===== src/rtl/stm32_bus_pkg.sv =====
// Shared definitions for the MCU byte-bus engine: command codes, engine states,
// status-block tail layout and a channel-mask search helper.
package stm32_bus_pkg;

    localparam logic [7:0] CMD_BUS_TEST     = 8'd0;
    localparam logic [7:0] CMD_WRITE_PARAMS = 8'd1;
    localparam logic [7:0] CMD_READ_STATUS  = 8'd2;
    localparam logic [7:0] CMD_TX_IQ        = 8'd3;
    localparam logic [7:0] CMD_RX_IQ        = 8'd4;

    typedef enum logic [2:0] {
        ST_IDLE    = 3'd0,
        ST_TEST_RD = 3'd1,
        ST_TEST_WR = 3'd2,
        ST_WPARAM  = 3'd3,
        ST_RSTAT   = 3'd4,
        ST_TXIQ    = 3'd5,
        ST_RXIQ    = 3'd6
    } state_e;

    function automatic state_e cmd_to_state(input logic [7:0] cmd);
        state_e st;
        case (cmd)
            CMD_BUS_TEST:     st = ST_TEST_RD;
            CMD_WRITE_PARAMS: st = ST_WPARAM;
            CMD_READ_STATUS:  st = ST_RSTAT;
            CMD_TX_IQ:        st = ST_TXIQ;
            CMD_RX_IQ:        st = ST_RXIQ;
            default:          st = ST_IDLE;
        endcase
        return st;
    endfunction

    // Byte appended after the status block; bit 0 carries the underrun flag.
    function automatic logic [7:0] status_tail(input logic underrun);
        return {7'b0000000, underrun};
    endfunction

    // Lowest set channel index at or above 'from' (0 when none).
    function automatic logic [1:0] first_set_from(input logic [3:0] mask, input logic [2:0] from);
        logic [1:0] r;
        r = 2'd0;
        for (int i = 3; i >= 0; i--) begin
            r = (mask[i] && (i >= int'(from))) ? 2'(i) : r;
        end
        return r;
    endfunction

endpackage


===== src/rtl/stm32_iq_serializer.sv =====
// Walks a snapshotted RX frame byte by byte: enabled channels ascending,
// each as Q then I, MSB-first. last_o flags the frame's final byte.
module stm32_iq_serializer
    import stm32_bus_pkg::*;
#(
    parameter int NUM_RX   = 2,
    parameter int SAMPLE_W = 24
) (
    input  logic                         clk_i,
    input  logic                         rst_i,
    input  logic                         load_i,
    input  logic                         step_i,
    input  logic [NUM_RX-1:0]            mask_i,
    input  logic [NUM_RX*2*SAMPLE_W-1:0] data_i,
    output logic [7:0]                   byte_o,
    output logic                         last_o
);

    localparam int BPS = SAMPLE_W / 8;
    localparam int FW  = 2 * SAMPLE_W;

    logic [NUM_RX*FW-1:0] data_q, data_d;
    logic [3:0]           mask_q, mask_d;
    logic [1:0]           ch_q, ch_d;
    logic                 half_q, half_d;
    logic [1:0]           byte_q, byte_d;

    logic [FW-1:0]        frame_s;
    logic [SAMPLE_W-1:0]  smp_s;
    logic [7:0]           byte_s;
    logic [3:0]           m4_s;
    logic                 more_s;

    // Select the current channel/half/byte and normalise the incoming mask.
    always_comb begin
        frame_s = '0;
        for (int c = 0; c < NUM_RX; c++) begin
            frame_s = (ch_q == 2'(c)) ? data_q[c*FW +: FW] : frame_s;
        end
        smp_s  = half_q ? frame_s[FW-1:SAMPLE_W] : frame_s[SAMPLE_W-1:0];
        byte_s = 8'h00;
        for (int b = 0; b < BPS; b++) begin
            byte_s = (byte_q == 2'(b)) ? smp_s[(BPS-1-b)*8 +: 8] : byte_s;
        end
        m4_s = 4'b0000;
        m4_s[NUM_RX-1:0] = mask_i;
        if (m4_s == 4'b0000) begin
            m4_s = 4'b0001;
        end else begin
            m4_s = m4_s;
        end
        more_s = |(mask_q >> (3'(ch_q) + 3'd1));
    end

    assign byte_o = byte_s;
    assign last_o = half_q && (byte_q == 2'(BPS-1)) && !more_s;

    // Counter advance: byte within half, Q/I half, then next enabled channel.
    always_comb begin
        data_d = data_q;
        mask_d = mask_q;
        ch_d   = ch_q;
        half_d = half_q;
        byte_d = byte_q;
        if (load_i) begin
            data_d = data_i;
            mask_d = m4_s;
            ch_d   = first_set_from(m4_s, 3'd0);
            half_d = 1'b0;
            byte_d = 2'd0;
        end else if (step_i) begin
            if (byte_q == 2'(BPS-1)) begin
                byte_d = 2'd0;
                if (half_q) begin
                    half_d = 1'b0;
                    ch_d   = more_s ? first_set_from(mask_q, 3'(ch_q) + 3'd1)
                                    : first_set_from(mask_q, 3'd0);
                end else begin
                    half_d = 1'b1;
                end
            end else begin
                byte_d = byte_q + 2'd1;
            end
        end else begin
            data_d = data_q;
        end
    end

    // Serializer state registers.
    always_ff @(posedge clk_i or posedge rst_i) begin
        if (rst_i) begin
            data_q <= '0;
            mask_q <= 4'b0000;
            ch_q   <= 2'd0;
            half_q <= 1'b0;
            byte_q <= 2'd0;
        end else begin
            data_q <= data_d;
            mask_q <= mask_d;
            ch_q   <= ch_d;
            half_q <= half_d;
            byte_q <= byte_d;
        end
    end

endmodule


===== src/rtl/stm32_bus_engine.sv =====
// Byte-wide MCU bus engine: command decode, parameter write, status read,
// TX IQ collection and continuous RX IQ streaming. Tristate lives above this.
module stm32_bus_engine
    import stm32_bus_pkg::*;
#(
    parameter int NUM_RX       = 2,
    parameter int SAMPLE_W     = 24,
    parameter int PARAM_BYTES  = 24,
    parameter int STATUS_BYTES = 7
) (
    input  logic                         clk_in,
    input  logic                         reset_in,
    input  logic                         data_sync,
    input  logic [7:0]                   data_bus_in,
    output logic [7:0]                   data_bus_out,
    output logic                         data_bus_oe,
    output logic [PARAM_BYTES*8-1:0]     params_out,
    output logic                         params_update,
    input  logic [STATUS_BYTES*8-1:0]    status_in,
    input  logic [NUM_RX*2*SAMPLE_W-1:0] rx_iq_data,
    input  logic                         rx_iq_valid,
    output logic                         rx_iq_rd,
    output logic [SAMPLE_W-1:0]          tx_i,
    output logic [SAMPLE_W-1:0]          tx_q,
    output logic                         tx_iq_valid,
    output logic                         underrun
);

    localparam int PW  = PARAM_BYTES * 8;
    localparam int SW  = STATUS_BYTES * 8;
    localparam int FW  = 2 * SAMPLE_W;
    localparam int TXB = FW / 8;

    state_e              state_q, state_d;
    logic [7:0]          cnt_q, cnt_d;
    logic                oe_q, oe_d;
    logic [7:0]          dout_q, dout_d;
    logic [PW-1:0]       params_q, params_d;
    logic [PW-9:0]       psh_q, psh_d;
    logic                upd_q, upd_d;
    logic [SW-1:0]       stat_q, stat_d;
    logic [FW-9:0]       txsh_q, txsh_d;
    logic [SAMPLE_W-1:0] txi_q, txi_d, txq_q, txq_d;
    logic                txv_q, txv_d;
    logic                rxrd_q, rxrd_d;
    logic                und_q, und_d;
    logic [7:0]          test_q, test_d;

    logic [7:0]          stat_byte_s;
    logic [FW-1:0]       tx_full_s;
    logic                ser_load_s, ser_step_s, ser_last_s;
    logic [7:0]          ser_byte_s;

    stm32_iq_serializer #(
        .NUM_RX   (NUM_RX),
        .SAMPLE_W (SAMPLE_W)
    ) u_ser (
        .clk_i  (clk_in),
        .rst_i  (reset_in),
        .load_i (ser_load_s),
        .step_i (ser_step_s),
        .mask_i (params_q[PW-8 +: NUM_RX]),
        .data_i (rx_iq_data),
        .byte_o (ser_byte_s),
        .last_o (ser_last_s)
    );

    // Next-state and output decode; data_sync overrides any transfer in flight.
    always_comb begin
        state_d    = state_q;
        cnt_d      = cnt_q;
        oe_d       = oe_q;
        dout_d     = dout_q;
        params_d   = params_q;
        psh_d      = psh_q;
        upd_d      = 1'b0;
        stat_d     = stat_q;
        txsh_d     = txsh_q;
        txi_d      = txi_q;
        txq_d      = txq_q;
        txv_d      = 1'b0;
        rxrd_d     = 1'b0;
        und_d      = und_q;
        test_d     = test_q;
        ser_load_s = 1'b0;
        ser_step_s = 1'b0;
        tx_full_s  = {txsh_q, data_bus_in};
        stat_byte_s = 8'h00;
        for (int i = 0; i < STATUS_BYTES; i++) begin
            stat_byte_s = (cnt_q == 8'(i)) ? stat_q[(STATUS_BYTES-1-i)*8 +: 8] : stat_byte_s;
        end

        if (data_sync) begin
            state_d = cmd_to_state(data_bus_in);
            cnt_d   = 8'd0;
            oe_d    = 1'b0;
            if (data_bus_in == CMD_READ_STATUS) begin
                stat_d = status_in;
            end else begin
                stat_d = stat_q;
            end
            if (data_bus_in == CMD_RX_IQ) begin
                ser_load_s = 1'b1;
                rxrd_d     = 1'b1;
                und_d      = und_q | ~rx_iq_valid;
            end else begin
                ser_load_s = 1'b0;
            end
        end else begin
            cnt_d = cnt_q + 8'd1;
            case (state_q)
                ST_IDLE: begin
                    cnt_d = 8'd0;
                    oe_d  = 1'b0;
                end
                ST_TEST_RD: begin
                    test_d  = data_bus_in;
                    oe_d    = 1'b0;
                    state_d = ST_TEST_WR;
                end
                ST_TEST_WR: begin
                    dout_d  = test_q;
                    oe_d    = 1'b1;
                    state_d = ST_TEST_RD;
                end
                ST_WPARAM: begin
                    oe_d  = 1'b0;
                    psh_d = {psh_q[PW-17:0], data_bus_in};
                    if (cnt_q == 8'(PARAM_BYTES-1)) begin
                        params_d = {psh_q, data_bus_in};
                        upd_d    = 1'b1;
                        state_d  = ST_IDLE;
                        cnt_d    = 8'd0;
                    end else begin
                        state_d = ST_WPARAM;
                    end
                end
                ST_RSTAT: begin
                    oe_d = 1'b1;
                    if (cnt_q == 8'(STATUS_BYTES)) begin
                        dout_d  = status_tail(und_q);
                        und_d   = 1'b0;
                        state_d = ST_IDLE;
                        cnt_d   = 8'd0;
                    end else begin
                        dout_d = stat_byte_s;
                    end
                end
                ST_TXIQ: begin
                    oe_d   = 1'b0;
                    txsh_d = tx_full_s[FW-9:0];
                    if (cnt_q == 8'(TXB-1)) begin
                        txq_d   = tx_full_s[FW-1:SAMPLE_W];
                        txi_d   = tx_full_s[SAMPLE_W-1:0];
                        txv_d   = 1'b1;
                        state_d = ST_IDLE;
                        cnt_d   = 8'd0;
                    end else begin
                        state_d = ST_TXIQ;
                    end
                end
                ST_RXIQ: begin
                    oe_d       = 1'b1;
                    dout_d     = ser_byte_s;
                    ser_step_s = 1'b1;
                    // Re-snapshot on the last byte so the next frame follows with no gap.
                    if (ser_last_s) begin
                        ser_load_s = 1'b1;
                        rxrd_d     = 1'b1;
                        und_d      = und_q | ~rx_iq_valid;
                        cnt_d      = 8'd0;
                    end else begin
                        ser_load_s = 1'b0;
                    end
                end
                default: begin
                    state_d = ST_IDLE;
                    oe_d    = 1'b0;
                    cnt_d   = 8'd0;
                end
            endcase
        end
    end

    // Engine state and registered outputs.
    always_ff @(posedge clk_in or posedge reset_in) begin
        if (reset_in) begin
            state_q  <= ST_IDLE;
            cnt_q    <= 8'd0;
            oe_q     <= 1'b0;
            dout_q   <= 8'h00;
            params_q <= '0;
            psh_q    <= '0;
            upd_q    <= 1'b0;
            stat_q   <= '0;
            txsh_q   <= '0;
            txi_q    <= '0;
            txq_q    <= '0;
            txv_q    <= 1'b0;
            rxrd_q   <= 1'b0;
            und_q    <= 1'b0;
            test_q   <= 8'h00;
        end else begin
            state_q  <= state_d;
            cnt_q    <= cnt_d;
            oe_q     <= oe_d;
            dout_q   <= dout_d;
            params_q <= params_d;
            psh_q    <= psh_d;
            upd_q    <= upd_d;
            stat_q   <= stat_d;
            txsh_q   <= txsh_d;
            txi_q    <= txi_d;
            txq_q    <= txq_d;
            txv_q    <= txv_d;
            rxrd_q   <= rxrd_d;
            und_q    <= und_d;
            test_q   <= test_d;
        end
    end

    assign data_bus_out  = dout_q;
    assign data_bus_oe   = oe_q;
    assign params_out    = params_q;
    assign params_update = upd_q;
    assign tx_i          = txi_q;
    assign tx_q          = txq_q;
    assign tx_iq_valid   = txv_q;
    assign rx_iq_rd      = rxrd_q;
    assign underrun      = und_q;

endmodule


===== config.mk =====
export PLATFORM = sky130hd
export DESIGN_NAME = stm32_bus_engine
export DESIGN_NICKNAME = d
export VERILOG_FILES = /design/src/rtl/stm32_bus_pkg.sv /design/src/rtl/stm32_iq_serializer.sv /design/src/rtl/stm32_bus_engine.sv
export SDC_FILE = /design/constraint.sdc
export NUM_CORES = 1
export LEC_CHECK = 0
export CAP_MARGIN = 0
export CORE_MARGIN = 2
export CORE_UTILIZATION = 32
export DETAILED_ROUTE_END_ITERATION = 8
export HOLD_SLACK_MARGIN = 0.05
export MAX_ROUTING_LAYER = met4
export PLACE_DENSITY = 0.52
export RECOVER_POWER = 25
export REMOVE_ABC_BUFFERS = 1
export SYNTH_ARGS = -nofsm -noshare
export SYNTH_HDL_FRONTEND = slang
export SYNTH_HIERARCHICAL = 1
export SYNTH_SLANG_ARGS = --single-unit

===== constraint.sdc =====
create_clock -name clk_in -period 25.7 [get_ports clk_in]
set_clock_uncertainty 0.05 [all_clocks]
set_input_delay 5.14 -clock clk_in [delete_from_list [all_inputs] [get_ports clk_in]]
set_output_delay 5.14 -clock clk_in [all_outputs]
set_load 0.01 [all_outputs]

# Word-level counts from Yosys, hierarchy flattened
# Cells that the tools add are included.
[totals] regBits=657 elab_cells=160 output_inout_bits=253
[classes] n_mux=71 addsub=3 eq_ne=25 n_shift=1 reduce_logical=33 n_bitwise=3 magnitude_cmp=4
[op_table] op="$mux 8" count=16
[op_table] op="$mux 48" count=2
[op_table] op="$mux 2" count=22
[op_table] op="$eq 8x3->1 const B" count=5
[op_table] op="$pmux 8 s5" count=1
[op_table] op="$eq 8x2->1 const B" count=4
[op_table] op="$mux 24" count=1
[op_table] op="$pmux 8 s3" count=1
[op_table] op="$mux 1" count=22
[op_table] op="$pmux 3 s6" count=1
[op_table] op="$eq 8x1->1 const B" count=2
[op_table] op="$logic_not 8->1" count=2
[op_table] op="$pmux 3 s5" count=1
[op_table] op="$reduce_and 2->1" count=7
[op_table] op="$eq 3x3->1 const B" count=3
[op_table] op="$mux 3" count=3
[op_table] op="$reduce_and 3->1" count=3
[op_table] op="$add 8x1->8 const B" count=1
[op_table] op="$eq 8x5->1 const B" count=1
[op_table] op="$eq 3x2->1 const B" count=2
[op_table] op="$ge 1x3->1 const A" count=2
[op_table] op="$ge 2x3->1 const A" count=2
[op_table] op="$logic_and 1x1->1" count=6
[op_table] op="$logic_not 2->1" count=3
[op_table] op="19 further kinds" count=27

# Logic depth before layout (Yosys ltp)
[depth] ltp_word=12 ltp_mapped=9 mapped_depth_nobuf=7

# Cells and area by module
# Netlist, hierarchy kept.
[by_module_without_submodules] module="stm32_bus_engine" seq_area_each_um2=13813.2 cells_each=1748 instances=1 area_per_inst_um2=21535.7
[by_module_without_submodules] module="stm32_iq_serializer" seq_area_each_um2=2552.4 cells_each=286 instances=1 area_per_inst_um2=4655.7

# Worst setup path before layout
# OpenSTA, ideal clock, no wires.
[synth_path] kind="input port to flip-flop" from="input data_bus_in[3]" to="register u_ser.data_q[0]" arrival_ps=7016 setup_ps=128 path_buffers=2 setup_slack_ps=18507 stages=7 path_cell_list="or4_1 -> or3_4 -> nor2b_1 -> a21o_1 -> buf_2 -> buf_2 -> mux2_1"
[synth_via] elab_chain_cells=3
[synth_rtl] element="start: declaration" line="stm32_bus_engine.sv:14" rtl="input logic [7:0] data_bus_in,"
[synth_rtl] element="$eq 8x3->1" line="stm32_bus_engine.sv:102" rtl="if (data_bus_in == CMD_RX_IQ) begin"
[synth_rtl] element="$mux 1 (2 in a row)"
[synth_rtl] element="via rxrd_d" line="stm32_bus_engine.sv:45" rtl="logic rxrd_q, rxrd_d;"
[synth_rtl] element="end signal: assignment" line="stm32_iq_serializer.sv:98" rtl="data_q <= data_d;"
[synth_rtl] element="end: declaration" line="stm32_iq_serializer.sv:22" rtl="logic [NUM_RX*FW-1:0] data_q, data_d;"
# The timed path passes the listed nets, and every way through them passes these cells.
# A chain may end at the register's enable or synchronous reset.

==> impl_metrics.py <==
metrics = {
    "grt": {
        "grt_pass1_wl_um": 106000,
        "grt_pass1_vias": 17600,
        "grtUsageTotal": 0.165,
        "grt_max_degree": 195,
        "grt_overflow": 0,
        "antenna_found_initial": 7,
    },
    "synthesis": {
        "synth_edf_count": 0,
        "synth_seq_area_share": 0.625,
        "syn_area_um2": 26200,
        "yosysUniqueCellTypes": 58,
        "synth_warnings": 6,
        "syn_avg_cell_area_um2": 12.9,
        "synthCells": 2034,
        "synth_seq_cells": 654,
        "synthFlopType": "dfrtp_1",
        "synthArstFlopShare": 1.00,
    },
    "cts": {
        "postCtsSetupRepairBufs": 0,
        "cts_resized": 0,
        "insertion_delay_ns": 0.62,
        "cts_tree": "done",
        "cts-root-buf": "clkbuf_16",
        "cts.sinks": 654,
        "cts_inserted_buffers": 76,
        "holdBufCountCts": 0,
        "clockBufferDepth": 3,
        "htree_levels": 3,
        "clkTransAtPathRegs_ns": 0.06,
    },
    "timing": {
        "fin_crit_ns": 11.11,
        "holdWs_ns": 0.409,
        "slew_headroom": -2.67,
        "setup_viol": 0,
        "setup_ws_ns": 14.59,
        "finalHoldViolCount": 0,
        "tightest_slew_ns": 5.50,
        "max_freq_mhz": 90.0,
        "rsz0062_at_grt": "no",
        "report.final.slew_viol_count": 358,
        "period_share": 0.432,
    },
    "setup_path": {
        "worstSetupPathType": "in -> async",
        "cp_max_fo": 120,
        "worstPathRequired_ns": 25.69,
        "startpoint_type": "input pin",
        "reg2reg_from": "cnt_q[0]$_DFF_PP0_",
        "regToRegSetupSlack_ns": 20.47,
        "critPathCaptureType": "asynchronous set/reset pin",
        "rr_endpoint": "params_out[65]$_DFFE_PP0P_",
        "arrival_ns": 11.10,
        "r2r_cells": 8,
    },
    "die": {
        "placementRows": 104,
        "design.die.area_um2": 84200,
        "num_io_pins": 417,
        "start_util": 0.324,
        "fp.coreArea_um2": 80800,
        "fp.dieH_um": 290,
        "die_w_um": 290,
    },
    "placement": {
        "dp_slack_ns": 16.84,
        "dp_hpwl_um": 44000,
        "post_dp_cell_area_um2": 31300,
        "portBuffers": 416,
        "finalWeightedCongestion": 0.811,
    },
    "power": {
        "power_frac_seq": 0.471,
        "p_sw_frac": 0.222,
        "p_int_mw": 1.75,
        "pwr_density_cell_nw_per_um2": 66.2,
        "peakVddDrop_mv": 0.0418,
        "switchingPower_mw": 0.499,
        "share_comb_of_total_power": 0.039,
        "clkPwrFrac": 0.490,
        "p_leak_nw": 17.1,
    },
    "routing": {
        "firstDrtPassIters": 4,
        "wl_um": 66700,
        "drc_errors": 0,
        "drt_iter0_drc": 887,
        "ant_nets": 0,
        "vias": 16600,
        "wire_per_inst_um": 18.8,
        "vias_per_cell": 4.66,
    },
    "hold_path": {
        "hold_depth": 2,
        "hp-start": "psh_q[176]$_DFFE_PP0P_",
        "min_to": "params_out[184]$_DFFE_PP0P_",
        "hold_class": "reg -> reg",
    },
    "final_layout": {
        "design_area_um2": 33900,
        "final_nets": 2596,
        "syn_to_final_growth_pct": 29.5,
        "layout-drive-gt1-share": 0.216,
    },
    "status": {
        "status": "complete, but fails checks",
        "failed_checks": "max-capacitance violations, max-slew violations",
    },
    "job": {
        "drv_cap": 7,
    },
}
flip-flops by register name, indices dropped and copies added, names as in the netlist:
signal	flops
psh_q	184
tx_iq_valid	1
tx_q	24
underrun	1
cnt_q	8
u_ser/mask_q	2
txsh_q	40
test_q	8
params_update	1
data_bus_out	8
tx_i	24
params_out	192
stat_q	56
u_ser/half_q	1
u_ser/data_q	96
state_q	3
u_ser/ch_q	1
rx_iq_rd	1
u_ser/byte_q	2
data_bus_oe	1
cells by family (layout without fill, tap and decap cells):
kind of cell	count (synthesis)	after routing	share of synthesized area
flops	654	654	0.625
buf+inv	140	593	0.0257
xor+xnor	7	7	0.00234
simple gates	665	665	0.101
other cells	0	8	0
compound gates	104	104	0.0294
fa+ha+maj	4	4	0.00191
mux	460	460	0.215
how the worst max path moves through the flow:
stage / start / end / slack, ns / cells after the start
6_report: reset_in / tx_q[16]$_DFFE_PP0P_ / 14.59 / 3
3_5_place_dp: data_sync / params_out[5]$_DFFE_PP0P_ / 16.84 / 8
5_1_grt: reset_in / tx_q[8]$_DFFE_PP0P_ / 13.12 / 3
3_3_place_gp: data_bus_in[3] / u_ser/data_q[59]$_DFFE_PP0P_ / 16.90 / 8
2_1_floorplan: data_sync / params_out[0]$_DFFE_PP0P_ / -16.23 / 5
4_1_cts: data_sync / params_out[5]$_DFFE_PP0P_ / 17.50 / 8
worst max-delay path: stages:
cell and delay [ns]:
dlygate4sd3_1 0.58, clkinvlp_2 2.99, clkbuf_1 2.27
area by class of cell:
cell class	instances	area, µm²
Antenna cell	8	20.0
Timing Repair Buffer	436	4350
Fill cell	7497	46900
Inverter	20	82.6
Sequential cell	654	16400
Clock buffer	110	2200
Multi-Input combinational cell	1240	9170
Tap cell	1060	1330
Clock inverter	27	399
stage by stage:
step           setup TNS, ns  utilization  std cells  power (mW)
2_1_floorplan       -3124.54            -       1914        1.11
3_3_place_gp               0        0.388       3410        1.16
3_5_place_dp               0        0.388       3410        1.17
4_1_cts                    0        0.420       3547        2.28
5_1_grt                    0        0.420       3554        2.33
6_report                   0        0.420       3555        2.24
Yosys cell counts (all sizes together), types with 3 or more instances:
cell | n | share of area
a21boi | 3 | 0.00086
a21oi | 26 | 0.0050
a221oi | 14 | 0.0047
a22oi | 8 | 0.0038
and3 | 10 | 0.0024
buf | 51 | 0.012
clkbuf | 69 | 0.011
dfrtp | 654 | 0.62
ha | 4 | 0.0019
inv | 20 | 0.0029
mux2 | 433 | 0.19
mux2i | 3 | 0.0011
mux4 | 24 | 0.022
nand2 | 606 | 0.087
nand2b | 4 | 0.00096
nand3 | 8 | 0.0015
nand3b | 3 | 0.00086
nor2 | 7 | 0.0010
nor2b | 6 | 0.0014
nor3 | 3 | 0.00057
o21ai | 14 | 0.0027
o221ai | 7 | 0.0023
o22ai | 8 | 0.0019
o32a | 6 | 0.0023
or4 | 3 | 0.0010
xnor2 | 3 | 0.0010
xor2 | 4 | 0.0013
cell usage in the layout, fill, tap and decap left out, drive strengths merged, types with 4 or more instances in the layout:
master,count
o22ai,8
clkinv,14
ha,4
nand3,8
o21ai,14
clkdlybuf4s50,294
clkinvlp,7
o32a,6
dlygate4sd3,122
diode,8
nand2b,4
mux2,433
clkbuf,114
dfrtp,654
bufinv,5
and3,10
a21oi,26
o221ai,7
a22oi,8
mux4,24
nand2,606
inv,21
nor2b,6
nor2,7
buf,16
xor2,4
a221oi,14
power by group through the flow:
stage / sequential [mW] / clock (mW) / combinational [mW]
6_report: 1.06 / 1.10 / 0.0870
5_1_grt: 1.06 / 1.18 / 0.0968
4_1_cts: 1.06 / 1.14 / 0.0912
3_5_place_dp: 1.07 / 0 / 0.0909
3_3_place_gp: 1.07 / 0 / 0.0890
2_1_floorplan: 1.07 / 0 / 0.0384
routing by layer:
metal | vias to the layer above | GRT usage | routed length (µm)
li1 | 7705 | - | -
met1 | 8358 | 0.214 | 29800
met2 | 386 | 0.253 | 31000
met3 | 113 | 0.0424 | 4040
met4 | 0 | 0.0518 | 1840
met5 | - | - | 0
Power figures use the tool's default switching activity.
